File: config.mk
export PLATFORM = sky130hd
export DESIGN_NAME = fifo512_ctrl_flat
export DESIGN_NICKNAME = d
export VERILOG_FILES = /design/src/rtl/fifo512_ctrl_if.sv /design/src/rtl/fifo512_ctrl.sv /design/src/flat_wrapper.sv
export SDC_FILE = /design/constraint.sdc
export NUM_CORES = 1
export LEC_CHECK = 0
export CORE_ASPECT_RATIO = 2
export CORE_MARGIN = 5
export CORE_UTILIZATION = 25
export CTS_CLUSTER_SIZE = 14
export DETAILED_ROUTE_END_ITERATION = 16
export PLACE_DENSITY = 0.51
export REMOVE_ABC_BUFFERS = 1
export SLEW_MARGIN = 20
export SYNTH_ARGS = -nofsm -noshare
export SYNTH_HDL_FRONTEND = slang
export SYNTH_SLANG_ARGS = --single-unit
File: constraint.sdc
create_clock -name clk -period 2.5 [get_ports clk]
set_input_delay 0.5 -clock clk [delete_from_list [all_inputs] [get_ports clk]]
set_output_delay 0.5 -clock clk [all_outputs]
set_load 0.02 [all_outputs]
File: src/rtl/fifo512_ctrl_if.sv
// Consumer/producer and RAM-side signals of the 512x8 FIFO controller.
// The controller uses the slave view; the data-path client plus RAM use the master view.
interface fifo512_ctrl_if;
    logic       clear;
    logic       wr_req;
    logic [7:0] wr_data;
    logic       rd_req;
    logic       rd_valid;
    logic [7:0] rd_data;
    logic       full;
    logic       empty;
    logic       afull;
    logic [9:0] count;
    logic [8:0] mem_rdaddr;
    logic [8:0] mem_wraddr;
    logic [7:0] mem_datain;
    logic       mem_we;
    logic [7:0] mem_dataout;

    modport master (
        output clear, wr_req, wr_data, rd_req, mem_dataout,
        input  rd_valid, rd_data, full, empty, afull, count,
        input  mem_rdaddr, mem_wraddr, mem_datain, mem_we
    );

    modport slave (
        input  clear, wr_req, wr_data, rd_req, mem_dataout,
        output rd_valid, rd_data, full, empty, afull, count,
        output mem_rdaddr, mem_wraddr, mem_datain, mem_we
    );
endinterface

File: src/rtl/fifo512_ctrl.sv
// Pointer/flag controller turning a 512x8 synchronous RAM into a byte FIFO.
// Push/pop acceptance uses only registered flags, so no request reaches a flag combinationally.
module fifo512_ctrl #(
    parameter int unsigned AFULL_LVL = 448
) (
    input logic           clk,
    input logic           rst_n,
    fifo512_ctrl_if.slave bus
);

    localparam logic [9:0] AFULL_CNT = 10'(AFULL_LVL);
    localparam logic [9:0] FULL_CNT  = 10'd512;

    logic [8:0] wr_ptr;
    logic [8:0] rd_ptr;
    logic [9:0] count_q;
    logic [9:0] count_next;
    logic       full_q;
    logic       empty_q;
    logic       afull_q;
    logic       rd_valid_q;
    logic       push;
    logic       pop;

    // rst_n gating keeps the RAM write strobe low while reset is held.
    assign push = rst_n & bus.wr_req & ~full_q  & ~bus.clear;
    assign pop  = rst_n & bus.rd_req & ~empty_q & ~bus.clear;

    assign bus.mem_we     = push;
    assign bus.mem_wraddr = wr_ptr;
    assign bus.mem_rdaddr = rd_ptr;
    assign bus.mem_datain = bus.wr_data;
    assign bus.rd_data    = bus.mem_dataout;
    assign bus.rd_valid   = rd_valid_q;
    assign bus.full       = full_q;
    assign bus.empty      = empty_q;
    assign bus.afull      = afull_q;
    assign bus.count      = count_q;

    always_comb begin
        count_next = count_q;
        if (bus.clear) begin
            count_next = '0;
        end else if (push && !pop) begin
            count_next = count_q + 10'd1;
        end else if (pop && !push) begin
            count_next = count_q - 10'd1;
        end
    end

    always_ff @(posedge clk or negedge rst_n) begin
        if (!rst_n) begin
            wr_ptr     <= '0;
            rd_ptr     <= '0;
            count_q    <= '0;
            empty_q    <= 1'b1;
            full_q     <= 1'b0;
            afull_q    <= 1'b0;
            rd_valid_q <= 1'b0;
        end else begin
            if (bus.clear) begin
                wr_ptr <= '0;
                rd_ptr <= '0;
            end else begin
                if (push) wr_ptr <= wr_ptr + 9'd1;
                if (pop)  rd_ptr <= rd_ptr + 9'd1;
            end
            count_q    <= count_next;
            empty_q    <= (count_next == 10'd0);
            full_q     <= (count_next == FULL_CNT);
            afull_q    <= (count_next >= AFULL_CNT);
            rd_valid_q <= pop;
        end
    end

endmodule

File: src/flat_wrapper.sv
// flat-port wrapper written by rule: the top's interface ports become plain ports
module fifo512_ctrl_flat 
#(
    parameter int unsigned AFULL_LVL = 448
)
  (clk, rst_n, bus_clear, bus_wr_req, bus_wr_data, bus_rd_req, bus_mem_dataout, bus_rd_valid, bus_rd_data, bus_full, bus_empty, bus_afull, bus_count, bus_mem_rdaddr, bus_mem_wraddr, bus_mem_datain, bus_mem_we);
  fifo512_ctrl_if bus_i ();
  input logic clk;
  input logic rst_n;
  input wire logic [$bits(bus_i.clear)-1:0] bus_clear;
  input wire logic [$bits(bus_i.wr_req)-1:0] bus_wr_req;
  input wire logic [$bits(bus_i.wr_data)-1:0] bus_wr_data;
  input wire logic [$bits(bus_i.rd_req)-1:0] bus_rd_req;
  input wire logic [$bits(bus_i.mem_dataout)-1:0] bus_mem_dataout;
  output wire logic [$bits(bus_i.rd_valid)-1:0] bus_rd_valid;
  output wire logic [$bits(bus_i.rd_data)-1:0] bus_rd_data;
  output wire logic [$bits(bus_i.full)-1:0] bus_full;
  output wire logic [$bits(bus_i.empty)-1:0] bus_empty;
  output wire logic [$bits(bus_i.afull)-1:0] bus_afull;
  output wire logic [$bits(bus_i.count)-1:0] bus_count;
  output wire logic [$bits(bus_i.mem_rdaddr)-1:0] bus_mem_rdaddr;
  output wire logic [$bits(bus_i.mem_wraddr)-1:0] bus_mem_wraddr;
  output wire logic [$bits(bus_i.mem_datain)-1:0] bus_mem_datain;
  output wire logic [$bits(bus_i.mem_we)-1:0] bus_mem_we;
  assign bus_i.clear = bus_clear;
  assign bus_i.wr_req = bus_wr_req;
  assign bus_i.wr_data = bus_wr_data;
  assign bus_i.rd_req = bus_rd_req;
  assign bus_i.mem_dataout = bus_mem_dataout;
  assign bus_rd_valid = bus_i.rd_valid;
  assign bus_rd_data = bus_i.rd_data;
  assign bus_full = bus_i.full;
  assign bus_empty = bus_i.empty;
  assign bus_afull = bus_i.afull;
  assign bus_count = bus_i.count;
  assign bus_mem_rdaddr = bus_i.mem_rdaddr;
  assign bus_mem_wraddr = bus_i.mem_wraddr;
  assign bus_mem_datain = bus_i.mem_datain;
  assign bus_mem_we = bus_i.mem_we;
  fifo512_ctrl #(.AFULL_LVL(AFULL_LVL)) u_core (.clk(clk), .rst_n(rst_n), .bus(bus_i));
endmodule
==> summary.txt, run 1 <==
Placed design
  • Area after DPL: 2390 um^2
  • I/O Buffers: 37
  • Hpwl dp: 4.14 mm
  • GPL Wtd Cong: 0.822

GRT
  • First-pass GRT wire length: 8.71 mm
  • Pin count of the biggest net entering global routing: 30
  • Total grt overflow: 0
  • Total GRT Usage: 11.8%
  • Initial antenna violation count: 0
  • Vias in the first global route: 1712

Setup path
  • CP Class: in -> reg
  • CP peak stage delay: 0.51 ns
  • Critical Path RT: 2.68 ns
  • Reg2Reg Setup Slack: 0.16 ns
  • Worst-path fanout max: 4
  • Slowest-stage cell, CP: clkdlybuf4s50_1
  • Reg2reg end: u_core.bus.full$_DFF_PN0_
  • Critical Path Sink Type: flip-flop
  • Worst endpoint data arrival time: 2.52 ns
  • Critical-path cell list: clkdlybuf4s50_1, nand2b_1, a32oi_1, mux2_2, a41oi_1, o2111ai_1, nor4_2
  • Reg-to-Reg Start: u_core.bus.count[0]$_DFF_PN0_
  • Worst reg2reg path depth: 7
  • Crit path launch: bus_rd_req
  • Setup crit end: u_core.bus.full$_DFF_PN0_
  • Worst setup SP type: input port

Clock tree
  • H-tree levels: 2
  • Clk sink count: 32
  • Clk buf depth: 2
  • Post-CTS Hold Buffers: 0
  • Skew-Pair Late Insertion Delay: 0.27 ns
  • Post-CTS setup buffer count: 0
  • CTS resizes: 1
  • Root Buffer Master: clkbuf_16
  • Clock-pin slew on the worst setup and hold paths: 0.05 ns
  • Num CTS Buffers: 5
  • CTS tree: done

Drt
  • Vias: 1628
  • Routed WL per cell: 15.4 um
  • DR iter-0 viols: 50
  • Drt drc: 0
  • Post-Route WL: 5.29 mm
  • Post-DR vias/cell: 4.75
  • Initial DRT Pass Iterations: 4
  • Antenna Nets Post-Route: 0

Synth
  • Synth unique cells: 48
  • Top FF cell, synth: dfrtp_1
  • Largest area contributor in the netlist: dfrtp_1
  • Post-synth EDFFs: 0
  • #FFs+latches synth: 32
  • Cells after synthesis: 210
  • Post-synth ARST share: 100%
  • Sequential share of the synthesized area: 41.4%
  • Post-Synthesis Cell Area: 1940 um^2
  • Post-synth top area share: 40.1%
  • Synthesized area per cell: 9.22 um^2
  • Synth warnings: 0
  • Top cells by area, synth: dfrtp_1 40%, buf_4 6.6%, nor2_1 6.4%, xor2_1 5.4%, nand2_1 3.3%

Floorplan
  • Die X: 72.2 um
  • IO Count: 70
  • Core area: 7600 um^2
  • Starting density of the core: 25.5%
  • Die H: 134 um
  • Row cnt: 45
  • Die area: 9710 um^2

Layout
  • Number of diodes: 0
  • Area Overhead vs Synth: 31.1%
  • Final core utilization: 33.4%
  • Layout cell share with drive strength beyond 1: 12.9%
  • Layout Nets: 273
  • Finished Cell Area: 2540 um^2

STA
  • RSZ-0062 raised after global routing: false
  • Slew margin rel.: 74.8%
  • Tcrit/Tclk final: 93.6%
  • Minimum clock period: 2.34 ns
  • Sum Neg Setup Slack: 0 ns
  • Final hold vios: 0
  • Setup Skew: 0.00362 ns
  • WHS: 0.261 ns
  • Worst slew pin tran: 0.375 ns
  • Final Setup Violations: 0
  • Pins over their slew limit: 0
  • Fmax: 0.428 GHz

Power
  • Peak supply drop: 0.248 mV
  • Pwr/cell area: 608 nW/um^2
  • Pleak: 1.15 nW

Run status
  • Status: complete, no violations

Hold path
  • Hold WC Path Type: in -> async

Flow run
  • Max cap viols: 0
final cells by class:
cell class	count	area [um^2]
Clock buffer	8	146
Fill cell	819	5060
Inverter	8	30.0
Multi-Input combinational cell	148	956
Sequential cell	32	802
Tap cell	94	118
Timing Repair Buffer	53	487
worst max-delay path: cells and delay by family:
kind	cells	cell delay, ns
simple gates	2	0.37
buf+inv	1	0.51
compound gates	3	0.75
mux	1	0.40
sequential cells by signal, summed over array words and instances, names as in the netlist:
signal	count
u_core.bus.afull	1
u_core.bus.mem_wraddr	9
u_core.bus.rd_valid	1
u_core.bus.full	1
u_core.bus.empty	1
u_core.bus.mem_rdaddr	9
u_core.bus.count	10
worst min-delay path by stage:
stage	from	end	slack, ns	cells after the start
2_1_floorplan	rst_n	u_core.bus.afull$_DFF_PN0_	0.20	0
5_1_grt	rst_n	u_core.bus.count[2]$_DFF_PN0_	0.27	2
3_5_place_dp	u_core.bus.mem_rdaddr[8]$_DFFE_PN0P_	u_core.bus.mem_rdaddr[8]$_DFFE_PN0P_	0.53	2
3_3_place_gp	u_core.bus.mem_wraddr[8]$_DFFE_PN0P_	u_core.bus.mem_wraddr[8]$_DFFE_PN0P_	0.52	2
4_1_cts	rst_n	u_core.bus.count[6]$_DFF_PN0_	0.26	2
6_report	rst_n	u_core.bus.count[2]$_DFF_PN0_	0.26	2
through the flow:
stage	total power, mW	setup slack (ns)	std cells
finish	1.54	0.161	343
global route	1.63	0.0620	343
CTS	1.58	0.00764	343
detailed placement	0.959	-0.277	335
global placement	0.959	-0.299	335
floorplan	0.782	0.473	188
power breakdown:
group          leakage (nW)  internal (mW)  switching (mW)  total, mW
combinational         0.640          0.166           0.177      0.343
sequential            0.441          0.553          0.0469      0.599
clock                0.0712          0.396           0.205      0.601
total                  1.15           1.11           0.428       1.54
kinds of logic after synthesis:
family,share of synthesized area [%]
AOI/OAI and AO/OA,8.46
and+or+nand+nor,27.8
adders and majority gates,2.58
DFF,41.4
buffers and inverters,9.24
xor gates and xnor gates,6.78
muxes,3.75
synthesized netlist by cell type, types with 2 or more instances:
library cell,count
and2_1,2
inv_1,8
or3_1,5
nor4_2,2
a21oi_1,6
nand4_1,5
mux2_2,2
and4b_1,2
nand2b_1,2
nor3b_1,2
ha_1,4
a22oi_1,2
nor2_1,33
buf_4,17
and3_1,4
nor3_1,4
a32oi_1,3
nand2_1,17
xnor2_1,3
xor2_1,12
clkbuf_1,3
mux2i_1,5
o21ai_0,4
nor2b_1,6
nand3b_1,2
dfrtp_1,31
buf_2,2
o2111ai_1,2
layer usage:
| layer | global-route usage (%) | wire, um | vias up |
|---|---|---|---|
| met1 | 12.0 | 1970 | 781 |
| li1 | - | - | 778 |
| met3 | 4.99 | 355 | 12 |
| met5 | 0 | 0 | - |
| met2 | 19.8 | 2770 | 57 |
| met4 | 6.17 | 197 | 0 |
cells in the final DEF (no fill, tap or decap), types with 2 or more instances in the layout:
cell type / n
inv_1: 8
nand2b_1: 2
mux2i_1: 5
and4b_1: 2
xnor2_1: 3
nand3b_1: 2
buf_4: 16
nor3b_1: 2
nand2_1: 17
clkbuf_16: 5
nand4_1: 5
mux2_2: 2
and3_1: 4
o2111ai_1: 2
xor2_1: 12
clkbuf_1: 2
and2_1: 2
a22oi_1: 2
ha_1: 4
o21ai_0: 4
nor4_2: 2
nor3_1: 4
clkdlybuf4s50_1: 34
a21oi_1: 6
nor2b_1: 6
dfrtp_1: 31
a32oi_1: 3
or3_1: 5
nor2_1: 33
Note: power is estimated with default switching activity, not from simulation.
==> inputs of run 2 (changes only) <==
- SETUP_SLACK_MARGIN: not set -> 0.3
- SLEW_MARGIN: 20 -> 30
==> summary.txt, run 2 (synthesized netlist as in run 1, its figures left out) <==
STA
  • Final Setup Violations: 0 (unchanged)
  • Worst Setup Slack, final: 0.403 ns (+0.242 ns)
  • Slew margin rel.: 74.3% (-0.52 points)
  • Worst slew pin tran: 0.382 ns (+0.00777 ns)
  • WHS: 0.261 ns (-0.000210 ns)
  • RSZ-0062 raised after global routing: false
  • Setup Skew: 0.00511 ns (+0.00149 ns)
  • Minimum clock period: 2.10 ns (-0.242 ns)
  • Tcrit/Tclk final: 83.9% (-9.7 points)
  • Fmax: 0.477 GHz (+12%)
  • Final hold vios: 0 (unchanged)
  • Pins over their slew limit: 0 (unchanged)

Clock tree
  • Num CTS Buffers: 5 (unchanged)
  • Clk sink count: 32 (unchanged)
  • Post-CTS Hold Buffers: 0 (unchanged)
  • CTS tree: done
  • Root Buffer Master: clkbuf_16
  • Skew-Pair Late Insertion Delay: 0.28 ns (about the same)
  • Clk buf depth: 2 (unchanged)
  • H-tree levels: 2 (unchanged)
  • Clock-pin slew on the worst setup and hold paths: 0.05 ns (about the same)

Layout
  • Finished Cell Area: 2600 um^2 (+2.5%)
  • Number of diodes: 0 (unchanged)
  • Most common cell after layout, fill and taps aside: nor2_1
  • Max reg flops: 10 (unchanged)
  • Area Overhead vs Synth: 34.3%
  • Layout cell share with drive strength beyond 1: 16.6% (+3.7 points)
  • Most frequent cells in the layout: 33 x nor2_1, 32 x clkdlybuf4s50_1, 29 x dfrtp_1
  • Layout Nets: 277 (+1.5%)
  • Post-Layout Cell Count: 347 (+1.2%)
  • Fillers: 814 (-0.61%)

Flow run
  • Max cap viols: 0 (unchanged)

Setup path
  • Largest delay share family, worst path: compound AO/OA/AOI/OAI gates
  • Critical-path cell list: ha_1, and4b_1, a32oi_2, mux2_4, a41oi_2, o2111ai_2, nor4_2
  • Reg2Reg Setup Slack: 0.40 ns (+0.24 ns)
  • CP peak stage delay: 0.43 ns (-0.08 ns)
  • Worst endpoint data arrival time: 2.28 ns (-0.24 ns)
  • Worst setup SP type: flip-flop
  • Buffers & Inverters on Critical Path: 0 (-1)
  • Critical Path RT: 2.69 ns (about the same)
  • Slowest-stage cell, CP: dfrtp_2
  • CP Class: reg -> reg
  • Critical Path Sink Type: flip-flop
  • Worst-path fanout max: 4 (unchanged)

Placed design
  • I/O Buffers: 37 (unchanged)
  • Area after DPL: 2390 um^2 (unchanged)
  • Placed Cells: 335 (unchanged)
  • Pre-CTS WS: -0.277 ns (unchanged)
  • Hpwl dp: 4.14 mm (unchanged)
  • GPL Wtd Cong: 0.822 (unchanged)

GRT
  • Initial antenna violation count: 0 (unchanged)
  • Vias in the first global route: 1734 (+1.3%)
  • Pin count of the biggest net entering global routing: 30 (unchanged)
  • First-pass GRT wire length: 8.85 mm (+1.7%)
  • Total GRT Usage: 12.0% (+0.21 points)
  • Total grt overflow: 0 (unchanged)

Run status
  • Status: complete, no violations

Drt
  • Drt drc: 0 (unchanged)
  • DR iter-0 viols: 67 (+34%)
  • Antenna Nets Post-Route: 0 (unchanged)
  • Vias: 1668 (+2.5%)
  • Initial DRT Pass Iterations: 4 (unchanged)
  • Routed WL per cell: 15.7 um (+2.0%)
  • Post-DR vias/cell: 4.81 (+1.3%)
  • Post-Route WL: 5.45 mm (+3.1%)

Floorplan
  • Core area: 7600 um^2 (unchanged)
  • Die X: 72.2 um (unchanged)
  • Die area: 9710 um^2 (unchanged)
  • Starting density of the core: 25.5% (unchanged)
  • Row cnt: 45 (unchanged)
  • IO Count: 70 (unchanged)
  • Die H: 134 um (unchanged)

Power
  • Pleak: 1.18 nW (+2.7%)
  • Final Power: 1.59 mW (+3.2%)
  • Peak supply drop: 0.257 mV (+3.8%)
  • Pwr/cell area: 612 nW/um^2 (+0.74%)

Hold path
  • Hold WC Path Type: in -> async
[run 2: changes by cell type in the layout (fill, tap and decap cells not counted), sizes merged]
cell / previous run / this run
clkdlybuf4s50: 34 / 32
dlymetal6s2s: 1 / 0
dlygate4sd2: 1 / 4
buf: 17 / 21
[run 2: stage by stage]
stage | TNS, ns | utilization, %
after global placement | -0.634 | 31.5
after CTS | 0 | 34.2
after floorplan | 0 | -
after global routing | 0 | 34.2
final | 0 | 34.2
after detailed placement | -0.588 | 31.5
[run 2: what timing repair did]
| item | 4_1_cts | 5_1_grt |
|---|---|---|
| gates resized for setup | 11 | 1 |
| cloned | 0 | 0 |
| buffers inserted | 4 | 0 |
| endpoints found under the setup margin | 4 | 2 |
| pin swaps | 1 | 0 |
[run 2: final cells by class]
cell class	count	area, um^2	area share (%)
multi-input combinational	148	988	38.0
sequential	32	805	30.9
timing repair buffer	57	514	19.8
clock buffer	8	146	5.63
tap	94	118	4.52
inverter	8	30.0	1.15
[run 2: worst paths after layout]
check	startpoint	cells past startpoint	endpoint
max	u_core.bus.count[0]$_DFF_PN0_	7	u_core.bus.full$_DFF_PN0_
min	rst_n	2	u_core.bus.count[2]$_DFF_PN0_
max reg2reg	u_core.bus.count[0]$_DFF_PN0_	7	u_core.bus.full$_DFF_PN0_
min reg2reg	u_core.bus.mem_rdaddr[8]$_DFFE_PN0P_	2	u_core.bus.mem_rdaddr[8]$_DFFE_PN0P_
max in group asynchronous	rst_n	2	u_core.bus.count[0]$_DFF_PN0_
min in group clk	u_core.bus.mem_rdaddr[8]$_DFFE_PN0P_	2	u_core.bus.mem_rdaddr[8]$_DFFE_PN0P_
[run 2: per-layer routing]
metal	global-route usage [%]	vias up	share of wire (%)
met3	4.99	12	6.9
met4	5.44	0	3.0
met5	0	-	0
met1	12.4	801	38
met2	20.5	67	52
li1	-	788	-
[run 2: where the power goes]
part,leakage [nW],switching (mW),internal (mW),total (mW)
Combinational,0.674,0.195,0.192,0.386
Sequential,0.438,0.0419,0.554,0.596
Clock,0.0712,0.215,0.397,0.611
==> inputs of run 3 (changes only) <==
- PLACE_DENSITY: 0.51 -> 0.53
- clock period: 2.5 -> 1.9 ns (I/O delays scaled with it)
==> summary.txt, run 3 (synthesized netlist as in run 1, its figures left out) <==
Placed design
  • Hpwl dp: 4.37 mm (+5.7%)
  • GPL Wtd Cong: 0.820 (-0.16%)
  • I/O Buffers: 37 (unchanged)

Setup path
  • CP Class: reg -> reg
  • Slowest-stage cell, CP: dfrtp_1
  • CP peak stage delay: 0.39 ns (-0.04 ns)
  • Worst endpoint data arrival time: 2.21 ns (-0.07 ns)
  • Critical Path RT: 2.08 ns (-0.61 ns)
  • Worst-path fanout max: 4 (unchanged)
  • Critical-path cell list: buf_6, or3_4, nor3_2, buf_4, and4b_1, nor3_1, or2_1, nor4_2
  • Worst setup SP type: flip-flop
  • Critical Path Sink Type: flip-flop

STA
  • Tcrit/Tclk final: 107% (+23 points)
  • Pins over their slew limit: 0 (unchanged)
  • Minimum clock period: 2.02 ns (-0.0721 ns)
  • Fmax: 0.494 GHz (+3.6%)
  • Sum Neg Setup Slack: -0.309 ns (-0.309 ns)
  • Final hold vios: 0 (unchanged)
  • RSZ-0062 raised after global routing: true
  • Worst Setup Slack, final: -0.124 ns (-0.528 ns)
  • Slew margin rel.: 72.3% (-2.0 points)
  • Final Setup Violations: 3 (+3)
  • Worst slew pin tran: 0.415 ns (+0.0325 ns)
  • WHS: 0.111 ns (-0.150 ns)
  • Setup Skew: 0.00463 ns (-0.000482 ns)

Layout
  • Layout cell share with drive strength beyond 1: 34.7% (+18 points)
  • Most common cell after layout, fill and taps aside: buf_4
  • Area Overhead vs Synth: 51.4%
  • Max reg flops: 10 (unchanged)
  • Layout Nets: 301 (+8.7%)
  • Most frequent cells in the layout: 38 x buf_4, 30 x dfrtp_1, 29 x nor2_1
  • Number of diodes: 0 (unchanged)

Clock tree
  • Num CTS Buffers: 5 (unchanged)
  • Skew-Pair Late Insertion Delay: 0.28 ns (about the same)
  • Clock-pin slew on the worst setup and hold paths: 0.05 ns (about the same)
  • Clk sink count: 32 (unchanged)
  • Post-CTS Hold Buffers: 0 (unchanged)
  • Root Buffer Master: clkbuf_16
  • CTS tree: done
  • H-tree levels: 2 (unchanged)
  • Clk buf depth: 2 (unchanged)

Power
  • Pwr/cell area: 755 nW/um^2 (+23%)
  • Comb power frac: 29.2% (+5.0 points)
  • Sw Share: 28.7% (+0.33 points)
  • Pleak: 1.46 nW (+23%)
  • Internal power: 1.58 mW (+38%)
  • Switching power: 0.635 mW (+41%)
  • Clk network pwr share: 36.1% (-2.3 points)
  • Peak supply drop: 0.327 mV (+27%)
  • Flop pwr share: 34.8% (-2.6 points)

Floorplan
  • Core area: 7600 um^2 (unchanged)
  • Die X: 72.2 um (unchanged)
  • Die H: 134 um (unchanged)
  • Starting density of the core: 25.5% (unchanged)
  • Die area: 9710 um^2 (unchanged)
  • Row cnt: 45 (unchanged)
  • IO Count: 70 (unchanged)

Flow run
  • Max cap viols: 0 (unchanged)

Drt
  • Post-DR vias/cell: 4.77 (-0.81%)
  • Vias: 1769 (+6.1%)
  • Drt drc: 0 (unchanged)
  • Routed WL per cell: 15.5 um (-1.7%)
  • Antenna Nets Post-Route: 0 (unchanged)
  • Post-Route WL: 5.73 mm (+5.1%)
  • DR iter-0 viols: 55 (-18%)
  • Initial DRT Pass Iterations: 4 (unchanged)

GRT
  • Initial antenna violation count: 0 (unchanged)
  • Pin count of the biggest net entering global routing: 27 (-10%)
  • First-pass GRT wire length: 9.25 mm (+4.5%)
  • Total grt overflow: 0 (unchanged)
  • Vias in the first global route: 1870 (+7.8%)
  • Total GRT Usage: 12.5% (+0.52 points)

Run status
  • Failing checks: setup timing
  • Status: complete, but fails checks

Hold path
  • Hold WC Path Type: in -> async
run 3: changes by cell type in the layout (fill, tap and decap cells not counted), sizes merged:
cell,previous run,this run
dlygate4sd2,4,28
dlymetal6s2s,0,1
clkdlybuf4s50,32,1
buf,21,48
clkdlybuf4s15,0,3
run 3: critical path: cells and delay by family, from the launching register on:
family	cells	cell delay, ns
simple gates	6	1.25
buf+inv	2	0.29
flops	1	0.39
run 3: final timing paths:
| path | startpoint | endpoint | slack, ns | depth (start not counted) |
|---|---|---|---|---|
| setup / recovery | u_core.bus.count[1]$_DFF_PN0_ | u_core.bus.full$_DFF_PN0_ | -0.12 | 8 |
| hold / removal | rst_n | u_core.bus.full$_DFF_PN0_ | 0.11 | 2 |
| setup reg to reg | u_core.bus.count[1]$_DFF_PN0_ | u_core.bus.full$_DFF_PN0_ | -0.12 | 8 |
| hold reg to reg | u_core.bus.mem_wraddr[8]$_DFFE_PN0P_ | u_core.bus.mem_wraddr[8]$_DFFE_PN0P_ | 0.54 | 2 |
| max in group asynchronous | rst_n | u_core.bus.count[3]$_DFF_PN0_ | 1.19 | 3 |
| min in group clk | u_core.bus.mem_wraddr[8]$_DFFE_PN0P_ | u_core.bus.mem_wraddr[8]$_DFFE_PN0P_ | 0.54 | 2 |
run 3: stage by stage:
stage	util (%)	instance area, um^2	power, mW	std cells	setup slack [ns]
floorplan	-	1790	1.03	188	-0.127
global placement	33.3	2530	1.32	352	-0.773
detailed placement	33.3	2530	1.32	352	-0.757
CTS	37.5	2850	2.24	367	-0.165
global route	38.6	2930	2.33	371	-0.280
finish	38.6	2930	2.21	371	-0.124
run 3: cell type report:
type	instances	area, um^2
fill	792	4670
multi-input combinational	148	1150
sequential	32	803
timing repair buffer	81	688
clock buffer	8	146
tap	94	118
inverter	8	30.0
run 3: repair_timing:
item                                    in CTS  in global routing
gates resized for setup                     76                 23
buffers inserted                             7                  4
pin swaps                                   10                  5
endpoints found under the setup margin      52                 27
gates cloned                                 0                  0
run 3: metal layers:
metal  track usage, %  part of all wire, %  vias up
met5                0                    0        -
met3             4.25                  5.6       12
met4             7.53                  3.6        0
met1             12.4                   37      859
li1                 -                    -      837
met2             21.7                   54       61
run 3: power groups by stage:
stage                     combinational (mW)  clock [mW]  sequential (mW)
final                                  0.646       0.799            0.770
after global routing                   0.699       0.852            0.778
after CTS                              0.640       0.828            0.770
after detailed placement               0.544           0            0.780
after global placement                 0.543           0            0.781
after floorplan                        0.203           0            0.826
==> RTL edit, RTL diff (settings of run 2) <==
Make the reset (`rst_n`) synchronous in one clocked block.
--- a/src/rtl/fifo512_ctrl.sv
+++ b/src/rtl/fifo512_ctrl.sv
@@ -50,3 +50,3 @@
 
-    always_ff @(posedge clk or negedge rst_n) begin
+    always_ff @(posedge clk) begin
         if (!rst_n) begin
Function: differs if rst_n is asserted again (counterexample within 4 cycles, from zero or initial values and one cycle with rst_n low); with rst_n held inactive, the same outputs for 10 cycles.
==> RTL edit against run 2 <==
Core utilization up 1.9 points. Area after synthesis is 9.6% lower. Worst setup slack worse by 0.038 ns. Sequential cell count is the same. Design area down 4.4%. First-iteration DRC count down 45%. Global-route usage fell by 0.69 points. Wire length decreased by 8.9%. Die area shrank 8.6%. Critical endpoint is now u_core.bus.full$_SDFF_PN0_. Largest cell class unchanged.
Power is not compared: it rests on default switching activity, and its combinational part moved more than twofold at a synthesized area within 25%.
==> RTL edit: results (changes against run 2) <==
Critical path
  • CP Launch Point: bus_clear
  • CP Data Arrival Time: 2.31 ns (+0.03 ns)
  • Max stage delay on crit path: 0.36 ns (-0.07 ns)
  • Crit path max-delay family: simple AND/OR/NAND/NOR gates
  • Worst path slowest cell: and4bb_4
  • Crit-path max FO: 3 (-1)
  • Worst reg2reg endpoint: u_core.bus.full$_SDFF_PN0_

Status
  • Outcome: completed

Synth
  • Post-synth ARST share: 0% (-100 points)
  • Synth unique cells: 40 (-17%)
  • Area contributors post-synth: dfxtp_1, buf_4, xor2_1, xnor2_1, nor2_1

STA
  • Fin crit share: 85.38% (+1.5 points)
  • Max_slew headroom: 74.98% (+0.67 points)

Global routing
  • Largest net degree at the start of global routing: 26 (-13%)
  • First-pass GRT wire length: 7838 µm (-11%)
  • Gr usage total: 11.28% (-0.69 points)

Layout
  • Syn-to-layout area delta: 42.03%
  • Fillers: 770 (-5.4%)
  • Post-layout nets: 278 (+0.36%)

Detailed routing
  • Routed WL per cell: 14.48 µm (-7.9%)
  • Vias per inst: 4.574 (-4.8%)

Placed design
  • Pre-CTS WS: -0.2052 ns (+0.07144 ns)
  • DP HPWL: 3886 µm (-6.1%)

Die
  • Core Area: 6887 µm² (-9.4%)

Min path
  • Hold/Removal Path Class: reg -> reg
-- RTL edit: cell count changes after synthesis, sizes merged, moves of 8 or more --
| cell | delta |
|---|---|
| xnor2 | +8 |
| nand3 | +10 |
| dfrtp | -31 |
| dfxtp | +32 |
| nor2 | -9 |
-- RTL edit: repair_timing --
item                       CTS  global route
setup buffers                1             3
resized for setup           13             4
pin swaps                    6             4
setup endpoints to repair    4             4
-- RTL edit: report_power, final --
| part | total, W | switching, W | internal [W] |
|---|---|---|---|
| clock network | 0.000625 | 0.000208 | 0.000417 |
| registers | 0.000520 | 0.00000590 | 0.000514 |
| logic | 0.0000880 | 0.0000471 | 0.0000409 |
| total | 0.00123 | 0.000261 | 0.000973 |
-- RTL edit: tightest hold or removal path: stages (launching register included) --
cell and delay, ns:
dfxtp_1 0.33, nand2_1 0.06, a21oi_1 0.05
-- RTL edit: cell type report --
type	instances	share of cell area [%]
multi-input combinational	143	39.31
sequential	32	25.87
timing repair buffer	66	23.40
clock buffer	7	6.140
tap	90	4.529
inverter	5	0.7549
-- RTL edit: routing by layer --
layer	up-vias	GRT usage, %	part of all wire, %
met4	0	6.674	2.8
li1	781	-	-
met2	53	20.55	55
met5	-	2.222	0
met1	727	10.23	36
met3	8	4.535	6.4
-- RTL edit: cells by family (layout without fill, tap and decap cells) --
logic type	after synthesis	count (layout)	synth area share, %
adder cells (fa/ha/maj)	4	4	2.859
AND/OR/NAND/NOR	90	90	27.23
buffers and inverters	30	78	10.51
XOR/XNOR	26	26	13.01
flip-flops	32	32	36.60
AO/OA/AOI/OAI	21	21	8.364
multiplexers	2	2	1.429
